[src/rtl/meter_pkg.sv]
// Shared types and constants for the channel-strip level meter.
package meter_pkg;

    localparam int unsigned ACC_W_DEF = 48;
    localparam int unsigned DB_W_DEF  = 16;
    localparam int unsigned DB_LIM    = 999;

    typedef enum logic [1:0] {C_IDLE, C_IN, C_OUT, C_PUB} cstate_t;

    typedef logic [ACC_W_DEF-1:0]        acc_t;
    typedef logic signed [DB_W_DEF-1:0]  db_t;

endpackage

[src/rtl/sq_accum.sv]
// Per-channel sum of squares over a measurement window; sum_final includes the current sample.
module sq_accum #(
    parameter int unsigned ACC_W = 48
) (
    input  logic               clk_48,
    input  logic               reset_n,
    input  logic               sample_en,
    input  logic               clear,
    input  logic signed [15:0] wave,
    output logic [ACC_W-1:0]   sum_final
);

    logic signed [31:0] prod;
    logic [31:0]        sq;
    logic [ACC_W-1:0]   acc;

    assign prod      = wave * wave;
    assign sq        = $unsigned(prod);
    assign sum_final = acc + ACC_W'(sq);

    always_ff @(posedge clk_48 or negedge reset_n) begin
        if (!reset_n) begin
            acc <= '0;
        end else if (sample_en) begin
            acc <= clear ? '0 : sum_final;
        end
    end

endmodule

[src/rtl/level_meter_sequencer.sv]
// Windowed in/out power meter; sequences a shared 10*log10 unit and publishes the gain in 0.1 dB.
// Optional peak hold is enabled by defining METER_PEAK_HOLD_EN.
module level_meter_sequencer
    import meter_pkg::*;
#(
    parameter int unsigned SAMPLES = 12000,
    parameter int unsigned ACC_W   = ACC_W_DEF,
    parameter int unsigned DB_W    = DB_W_DEF,
    parameter int unsigned LIM     = DB_LIM
`ifdef METER_PEAK_HOLD_EN
    , parameter int unsigned HOLD_WIN = 4
`endif
) (
    input  logic                   clk_48,
    input  logic                   reset_n,
    input  logic                   sample_en,
    input  logic signed [15:0]     in_wave,
    input  logic signed [15:0]     out_wave,
    output logic                   calc_req,
    output logic [ACC_W-1:0]       calc_sum,
    input  logic                   calc_ack,
    input  logic signed [DB_W-1:0] calc_db,
    output logic signed [DB_W-1:0] level_db,
    output logic                   level_valid,
    output logic signed [DB_W-1:0] peak_db,
    output logic                   busy,
    output logic                   overrun,
    input  logic                   clear_overrun
);

    cstate_t                state, state_nxt;
    logic [15:0]            cnt;
    logic                   win_end;
    logic [ACC_W-1:0]       in_final, out_final;
    logic [ACC_W-1:0]       snap_in, snap_out;
    logic signed [DB_W-1:0] in_db, out_db;
    logic                   req_gap;
    logic                   ack_in, ack_out;
    logic signed [DB_W:0]   diff;
    logic signed [DB_W:0]   lim_wide;
    logic signed [DB_W-1:0] lim_db;
    logic signed [DB_W-1:0] result;

    assign win_end = sample_en && (cnt == 16'(SAMPLES - 1));
    assign busy    = (state != C_IDLE);

    sq_accum #(.ACC_W(ACC_W)) u_acc_in (
        .clk_48    (clk_48),
        .reset_n   (reset_n),
        .sample_en (sample_en),
        .clear     (win_end),
        .wave      (in_wave),
        .sum_final (in_final)
    );

    sq_accum #(.ACC_W(ACC_W)) u_acc_out (
        .clk_48    (clk_48),
        .reset_n   (reset_n),
        .sample_en (sample_en),
        .clear     (win_end),
        .wave      (out_wave),
        .sum_final (out_final)
    );

    always_ff @(posedge clk_48 or negedge reset_n) begin
        if (!reset_n) begin
            cnt <= '0;
        end else if (sample_en) begin
            cnt <= win_end ? '0 : cnt + 16'd1;
        end
    end

    // req_gap forces one low request cycle when C_IN hands straight over to C_OUT
    assign ack_in  = (state == C_IN) && calc_ack;
    assign ack_out = (state == C_OUT) && !req_gap && calc_ack;

    always_comb begin
        state_nxt = state;
        calc_req  = 1'b0;
        calc_sum  = '0;
        case (state)
            C_IDLE: begin
                if (win_end) begin
                    if (in_final != '0)       state_nxt = C_IN;
                    else if (out_final != '0) state_nxt = C_OUT;
                    else                      state_nxt = C_PUB;
                end
            end
            C_IN: begin
                calc_req = 1'b1;
                calc_sum = snap_in;
                if (calc_ack) state_nxt = (snap_out != '0) ? C_OUT : C_PUB;
            end
            C_OUT: begin
                calc_req = !req_gap;
                calc_sum = snap_out;
                if (ack_out) state_nxt = C_PUB;
            end
            C_PUB: begin
                state_nxt = C_IDLE;
            end
            default: state_nxt = C_IDLE;
        endcase
    end

    assign lim_wide = (DB_W+1)'(LIM);
    assign lim_db   = DB_W'(LIM);
    assign diff     = $signed({out_db[DB_W-1], out_db}) - $signed({in_db[DB_W-1], in_db});

    always_comb begin
        result = '0;
        if (snap_in == '0 && snap_out == '0) result = '0;
        else if (snap_in == '0)              result = lim_db;
        else if (snap_out == '0)             result = -lim_db;
        else if (diff > lim_wide)            result = lim_db;
        else if (diff < -lim_wide)           result = -lim_db;
        else                                 result = DB_W'(diff);
    end

    always_ff @(posedge clk_48 or negedge reset_n) begin
        if (!reset_n) begin
            state       <= C_IDLE;
            snap_in     <= '0;
            snap_out    <= '0;
            in_db       <= '0;
            out_db      <= '0;
            req_gap     <= 1'b0;
            level_db    <= '0;
            level_valid <= 1'b0;
            overrun     <= 1'b0;
        end else begin
            state   <= state_nxt;
            req_gap <= ack_in && (snap_out != '0);
            if (win_end && state == C_IDLE) begin
                snap_in  <= in_final;
                snap_out <= out_final;
            end
            if (ack_in)  in_db  <= calc_db;
            if (ack_out) out_db <= calc_db;
            level_valid <= (state == C_PUB);
            if (state == C_PUB) level_db <= result;
            if (win_end && state != C_IDLE) overrun <= 1'b1;
            else if (clear_overrun)         overrun <= 1'b0;
        end
    end

`ifdef METER_PEAK_HOLD_EN
    localparam int unsigned HW = $clog2(HOLD_WIN + 1);
    logic [HW-1:0] hold_cnt;

    always_ff @(posedge clk_48 or negedge reset_n) begin
        if (!reset_n) begin
            peak_db  <= '0;
            hold_cnt <= '0;
        end else if (level_valid) begin
            if (level_db > peak_db || hold_cnt == '0) begin
                peak_db  <= level_db;
                hold_cnt <= HW'(HOLD_WIN);
            end else begin
                hold_cnt <= hold_cnt - 1'b1;
            end
        end
    end
`else
    assign peak_db = level_db;
`endif

endmodule

[config.mk]
export PLATFORM = sky130hd
export DESIGN_NAME = level_meter_sequencer
export DESIGN_NICKNAME = d
export VERILOG_FILES = /design/src/rtl/meter_pkg.sv /design/src/rtl/sq_accum.sv /design/src/rtl/level_meter_sequencer.sv
export SDC_FILE = /design/constraint.sdc
export NUM_CORES = 2
export LEC_CHECK = 0
export CORE_MARGIN = 2
export CORE_UTILIZATION = 60
export CTS_CLUSTER_DIAMETER = 100
export DETAILED_ROUTE_END_ITERATION = 8
export GPL_TIMING_DRIVEN = 0
export PLACE_DENSITY = 0.79
export SETUP_SLACK_MARGIN = 0.2
export SLEW_MARGIN = 40
export SYNTH_ARGS = -nofsm -noshare
export SYNTH_HDL_FRONTEND = slang
export SYNTH_HIERARCHICAL = 1
export SYNTH_SLANG_ARGS = --single-unit
[constraint.sdc]
create_clock -name clk_48 -period 10.9 [get_ports clk_48]
set_clock_uncertainty 0.2 [all_clocks]
set_input_delay 2.18 -clock clk_48 [delete_from_list [all_inputs] [get_ports clk_48]]
set_output_delay 2.18 -clock clk_48 [all_outputs]
set_load 0.005 [all_outputs]
# Yosys cells after proc, flatten, opt, wreduce, memory -nomap -nowiden
# Index checks and enable logic that the tools add are counted.
dict set report totals {
  out_inout_bits 84
  register_bits 261
}
dict set report classes {
  add_sub_neg 4
  multipliers 2
  n_reduce_logical 18
  mux 19
  n_lt_le_gt_ge 2
  n_eq_ne 7
}
# op n
set op_table {}
lappend op_table {{$reduce_bool A48 Y1} 3}
lappend op_table {{$add A48 B32 Y48} 2}
lappend op_table {{$logic_not A48 Y1} 2}
lappend op_table {{$mux W16} 6}
lappend op_table {{$mux W48} 2}
lappend op_table {{$pmux W48 S2} 1}
lappend op_table {{$mul A16 B16 Y32} 2}
lappend op_table {{$gt A17 B11 Y1 const B} 1}
lappend op_table {{$lt A17 B11 Y1 const B} 1}
lappend op_table {{$sub A16 B16 Y17} 1}
lappend op_table {{$add A16 B1 Y16 const B} 1}
lappend op_table {{$eq A16 B14 Y1 const B} 1}
lappend op_table {{$logic_and A1 B1 Y1} 8}
lappend op_table {{$mux W2} 4}
lappend op_table {{$pmux W2 S4} 1}
lappend op_table {{$eq A2 B2 Y1 const B} 2}
lappend op_table {{$mux W1} 4}
lappend op_table {{$ne A2 B2 Y1 const B} 2}
lappend op_table {{$reduce_bool A2 Y1} 2}
lappend op_table {{$reduce_and A3 Y1} 1}
lappend op_table {{$eq A2 B1 Y1 const B} 1}
lappend op_table {{$logic_not A2 Y1} 1}
lappend op_table {{$ne A2 B1 Y1 const B} 1}
lappend op_table {{$pmux W1 S2} 1}
lappend op_table {{$logic_not A1 Y1} 1}

# Depth between registers and ports, before layout
dict set report logic_depth {
  word_depth 7
  depth_mapped 43
  ltp_nobuf 38
}

# Modules after synthesis
# The synthesis kept the hierarchy.
# mod cells_per_inst seq_area_each_um2 area_per_inst_um2 n_inst
set modules_own_cells {}
lappend modules_own_cells {{sq_accum at u_acc_in} 1485 1201.2 13183.9 1}
lappend modules_own_cells {{sq_accum at u_acc_out} 1443 1201.2 12933.7 1}
lappend modules_own_cells {level_meter_sequencer 1010 4129.0 8866.0 1}

# Least setup slack after synthesis
# OpenSTA, ideal clock, no wires.
dict set report synth_timing {
  kind {input to register}
  startpoint {input port in_wave[1]}
  endpoint {register state[0]}
  slack_ns -0.234
  t_arrival_ns 10.803
  required_ns 10.569
  path_stages 39
  cell_sequence {clkbuf_1 clkbuf_1 nand2_1 fa_1 fa_1 fa_1 inv_1 fa_1 fa_1 inv_1 fa_1 inv_1 ha_1 clkbuf_1 a21oi_1 nand3_1 or3_1 a221oi_1 [3 not listed] xnor2_1 ha_1 clkbuf_1 a21o_1 a21o_1 a211oi_1 o21a_1 o21a_1 a21oi_2 buf_2 nand3_1 xnor2_1 nor4_1 nand4_1 nor4_1 o31ai_1 nand3_1 o21ai_0}
}
dict set report synth_via {
  elab_chain_cells 6
}
# item line
set synth_rtl {}
lappend synth_rtl {{from (decl)} level_meter_sequencer.sv:17} ;# input logic signed [15:0] in_wave,
lappend synth_rtl {{$mul A16 B16 Y32} sq_accum.sv:17} ;# assign prod = wave * wave;
lappend synth_rtl {{$add A48 B32 Y48} sq_accum.sv:19} ;# assign sum_final = acc + ACC_W'(sq);
lappend synth_rtl {{via in_final[44]} level_meter_sequencer.sv:34} ;# logic [ACC_W-1:0] in_final, out_final;
lappend synth_rtl {{$reduce_bool A48 Y1} level_meter_sequencer.sv:84} ;# if (in_final != '0) state_nxt = C_IN;
lappend synth_rtl {{$mux W2} level_meter_sequencer.sv:84}
lappend synth_rtl {{$mux W2} level_meter_sequencer.sv:83} ;# if (win_end) begin
lappend synth_rtl {{$pmux W2 S4} level_meter_sequencer.sv:81} ;# case (state)
lappend synth_rtl {{to (signal assigned)} level_meter_sequencer.sv:132} ;# state <= state_nxt;
lappend synth_rtl {{to (decl)} level_meter_sequencer.sv:31} ;# cstate_t state, state_nxt;
# The timed path passes the listed nets, and every way through them passes these cells. The select of a mux whose other input is x is not followed.
# A chain may end at the register's enable or synchronous reset.

# Worst setup path after layout
dict set report layout_timing {
  startpoint {input port in_wave[3]}
  endpoint {register state[0]}
}
# Same word-level chain as after synthesis.

==> run summary <==
====================================================================================================
Result of the run                                                                       complete, no violations
Die W                                                                                         245 µm
Full die area                                                                             0.0603 mm²
Asr flop ratio synth                                                                            100%
Post-synthesis cell count                                                                      3,938
Count of filler cells inserted in the layout                                                   4,326
Clock-pin slew reported for the worst setup and hold paths after clock tree synthesis        0.07 ns
Maximum achievable frequency                                                              0.0940 GHz
Number of instances on the worst hold path                                                         1
CTS H-Tree Depth                                                                                   1
Worst reg2reg endpoint                                                                      state[0]
Standard cell core area                                                                   0.0577 mm²
Slowest stage delay, CP                                                                      0.61 ns
Number of buffers inserted for hold repair after clock tree synthesis                              0
Max-cap viol count                                                                                 0
Number of storage elements in the synthesis netlist                                              261
Dpl hpwl                                                                                   74,000 µm
Crit path max-delay cell type                                                           sky130_fd_sc_hd__fa_2
Buffers added on ports                                                                           134
Total number of vias                                                                          29,300
GRT overflow                                                                                       0
Length in cells of the worst reg-to-reg path                                                      14
Synthesized area divided by synthesized cell count                                          8.88 µm²
Final Hold Fails                                                                                   0
Slew Limit Headroom                                                                            52.6%
Number of vias per cell after detailed routing                                                  5.87
Effective utilization at floorplan                                                             60.6%
EDFF count, synth                                                                                  0
Initial antenna violation count                                                                    1
Global-route usage over all layers                                                             31.2%
TritonRoute pass-1 iters                                                                           8
Antenna viol nets, final                                                                           0
Beginning of the worst register-to-register path                                        u_acc_out/acc[2]
Kind of start point of the critical path                                                primary input
Transition time of the tightest slew-check pin                                              0.711 ns
Clock tree from TritonCTS                                                                      built
Average wire per standard cell                                                               19.1 µm
Nets                                                                                           4,999
Clock latency reported for the late side of the worst-skew pair                              0.57 ns
Cell Area, Synth                                                                          0.0350 mm²
Start point of the worst hold path                                                           cnt[15]
Data arrival at the endpoint of the critical path                                           10.89 ns
Unique masters post-synth                                                                         97
Post-placement cell count                                                                      4,844
Vert. Die Dim                                                                                 245 µm
Utilization after layout                                                                       70.3%
Number of buffers on the longest clock path                                                        3
Post-synthesis sequential area ratio                                                           18.7%
Endpoint with the worst hold slack                                                           cnt[15]
Hold/Removal Path Class                                                                 flip-flop to flip-flop
Final std cells w/o fill                                                                       4,994
Largest fanout of any net on the critical path                                                     9
Largest net degree at the start of global routing                                                 75
Synthesized net count                                                                          4,728
Data required time of the critical path                                                     11.15 ns
Setup-violating endpoint count in the final report                                                 0
Wire length of the first global-routing pass                                              150,000 µm
Type of the setup path with the least slack                                             primary input to flip-flop
Final critical delay including setup and external delays                                    10.64 ns
Fraction of final layout cells with drive strength greater than 1                              13.2%
Vias in the first global route                                                                29,200
Master cell of the clock root buffer                                                    sky130_fd_sc_hd__clkbuf_16
Fin crit share                                                                                 97.6%
Endpoint class of the critical path                                                        flip-flop
Clk sink count                                                                                   261
CTS Buf Count                                                                                     26
Final setup slack of the worst path                                                         0.258 ns
Number of DRC violations after detailed-routing iteration 0                                    2,463
Area growth, synth to finish                                                                   15.9%
Final Routed Wirelength                                                                    95,200 µm
Number of placement rows                                                                          88
Number of pins with negative max-slew slack in the final report                                    0
Number of DRC violations after detailed routing                                                    0
Weighted congestion at the end of routability-driven global placement                           1.00
Count of yosys warnings during synthesis                                                           6
Leading register cell type out of synthesis                                             sky130_fd_sc_hd__dfrtp_1
Ports                                                                                            137
Reg-to-reg slack, setup                                                                      6.52 ns
Worst slack after detailed placement                                                        -2.29 ns
====================================================================================================
## stage by stage
step                      hold WS, ns  area, µm²   TNS, ns
after global placement          0.261      37300  -1077.17
after global routing            0.300      40500  -0.00238
final                           0.269      40500         0
after detailed placement        0.261      37500    -71.29
after floorplan                 0.241      35000         0
after CTS                       0.274      39500         0
## how the worst max path moves through the flow
stage          depth (start not counted)   startpoint  endpoint  slack, ns
2_1_floorplan                         41  in_wave[15]  state[0]       0.20
6_report                              37   in_wave[3]  state[0]       0.26
4_1_cts                               39   in_wave[1]  state[0]       0.20
3_3_place_gp                           1      reset_n   cnt[11]      -3.92
5_1_grt                               37  in_wave[10]  state[0]     -0.002
3_5_place_dp                          38  in_wave[15]  state[0]      -2.29
## synthesized netlist by cell type, types with 47 or more instances
master	n	area share, %
sky130_fd_sc_hd__nor4_1	57	1.0
sky130_fd_sc_hd__o21ai_0	70	1.0
sky130_fd_sc_hd__clkbuf_1	118	1.3
sky130_fd_sc_hd__nand3_1	57	0.82
sky130_fd_sc_hd__xnor2_1	132	3.3
sky130_fd_sc_hd__nand4_1	47	0.84
sky130_fd_sc_hd__ha_1	261	9.3
sky130_fd_sc_hd__dfrtp_1	261	19
sky130_fd_sc_hd__nor2b_1	89	1.6
sky130_fd_sc_hd__a21o_1	60	1.3
sky130_fd_sc_hd__a22o_1	51	1.3
sky130_fd_sc_hd__nand2_1	563	6.0
sky130_fd_sc_hd__and2_1	85	1.5
sky130_fd_sc_hd__a22oi_1	52	1.1
sky130_fd_sc_hd__nor2_1	172	1.8
sky130_fd_sc_hd__a21oi_1	116	1.7
sky130_fd_sc_hd__fa_1	476	27
sky130_fd_sc_hd__inv_1	745	8.0
sky130_fd_sc_hd__xor2_1	61	1.5
## area by class of cell
cell class	count	area, µm²	share of cell area [%]
multi-input cells	2770	25900	64.0
flip-flops and latches	261	6530	16.1
inverters	751	2830	6.98
repair buffers	243	2210	5.46
plain buffers	156	1140	2.82
well taps	765	957	2.36
clock buffers	29	682	1.68
clock inverters	18	251	0.620
diodes	1	2.50	0.00617
## critical path: cells and delay by family
family / cells / cell delay, ns
AO/OA/AOI/OAI: 9 / 1.82
XOR/XNOR: 2 / 0.22
AND/OR/NAND/NOR: 10 / 1.83
adder cells (fa/ha/maj): 8 / 3.87
buffers and inverters: 8 / 0.93
## flip-flops by register name, summed over array words and instances (netlist names)
name,flops
u_acc_in/acc,48
overrun,1
level_db,16
level_valid,1
snap_out,48
snap_in,48
state,2
u_acc_out/acc,48
req_gap,1
in_db,16
out_db,16
cnt,16
## what timing repair did
item | 4_1_cts | 5_1_grt
gates resized for setup | 263 | 264
endpoints found under the setup margin | 88 | 4
pin swaps | 53 | 123
gates cloned | 1 | 1
buffers inserted | 56 | 44
## cell families after synthesis
| logic type | count (synthesis) | synth area share [%] |
|---|---|---|
| flip-flops | 261 | 18.7 |
| buffers and inverters | 907 | 10.0 |
| adder cells (fa/ha/maj) | 737 | 36.6 |
| XOR/XNOR | 193 | 4.83 |
| AO/OA/AOI/OAI | 598 | 12.4 |
| AND/OR/NAND/NOR | 1199 | 16.1 |
| multiplexers | 43 | 1.36 |
## cell usage in the layout, fill, tap and decap left out, types with 55 or more instances in the layout
cell type and count:
sky130_fd_sc_hd__inv_1 725, sky130_fd_sc_hd__nand2_1 544, sky130_fd_sc_hd__fa_1 457, sky130_fd_sc_hd__dfrtp_1 261
sky130_fd_sc_hd__ha_1 238, sky130_fd_sc_hd__nor2_1 162, sky130_fd_sc_hd__xnor2_1 119, sky130_fd_sc_hd__buf_4 114
sky130_fd_sc_hd__clkdlybuf4s50_1 102, sky130_fd_sc_hd__a21oi_1 93, sky130_fd_sc_hd__nor2b_1 89, sky130_fd_sc_hd__and2_1 77
sky130_fd_sc_hd__clkbuf_1 67, sky130_fd_sc_hd__xor2_1 60, sky130_fd_sc_hd__a21o_1 60, sky130_fd_sc_hd__o21ai_0 55
## routing by layer
layer	share of wire [%]	up-vias	track usage (%)
li1	-	13200	-
met1	38	14500	40.4
met2	50	1235	53.9
met3	7.0	315	4.03
met4	4.5	0	10.7
met5	0	-	0
Power is not shown: default switching activity piles up to over one toggle a cycle in this logic, so the estimate is an artifact.
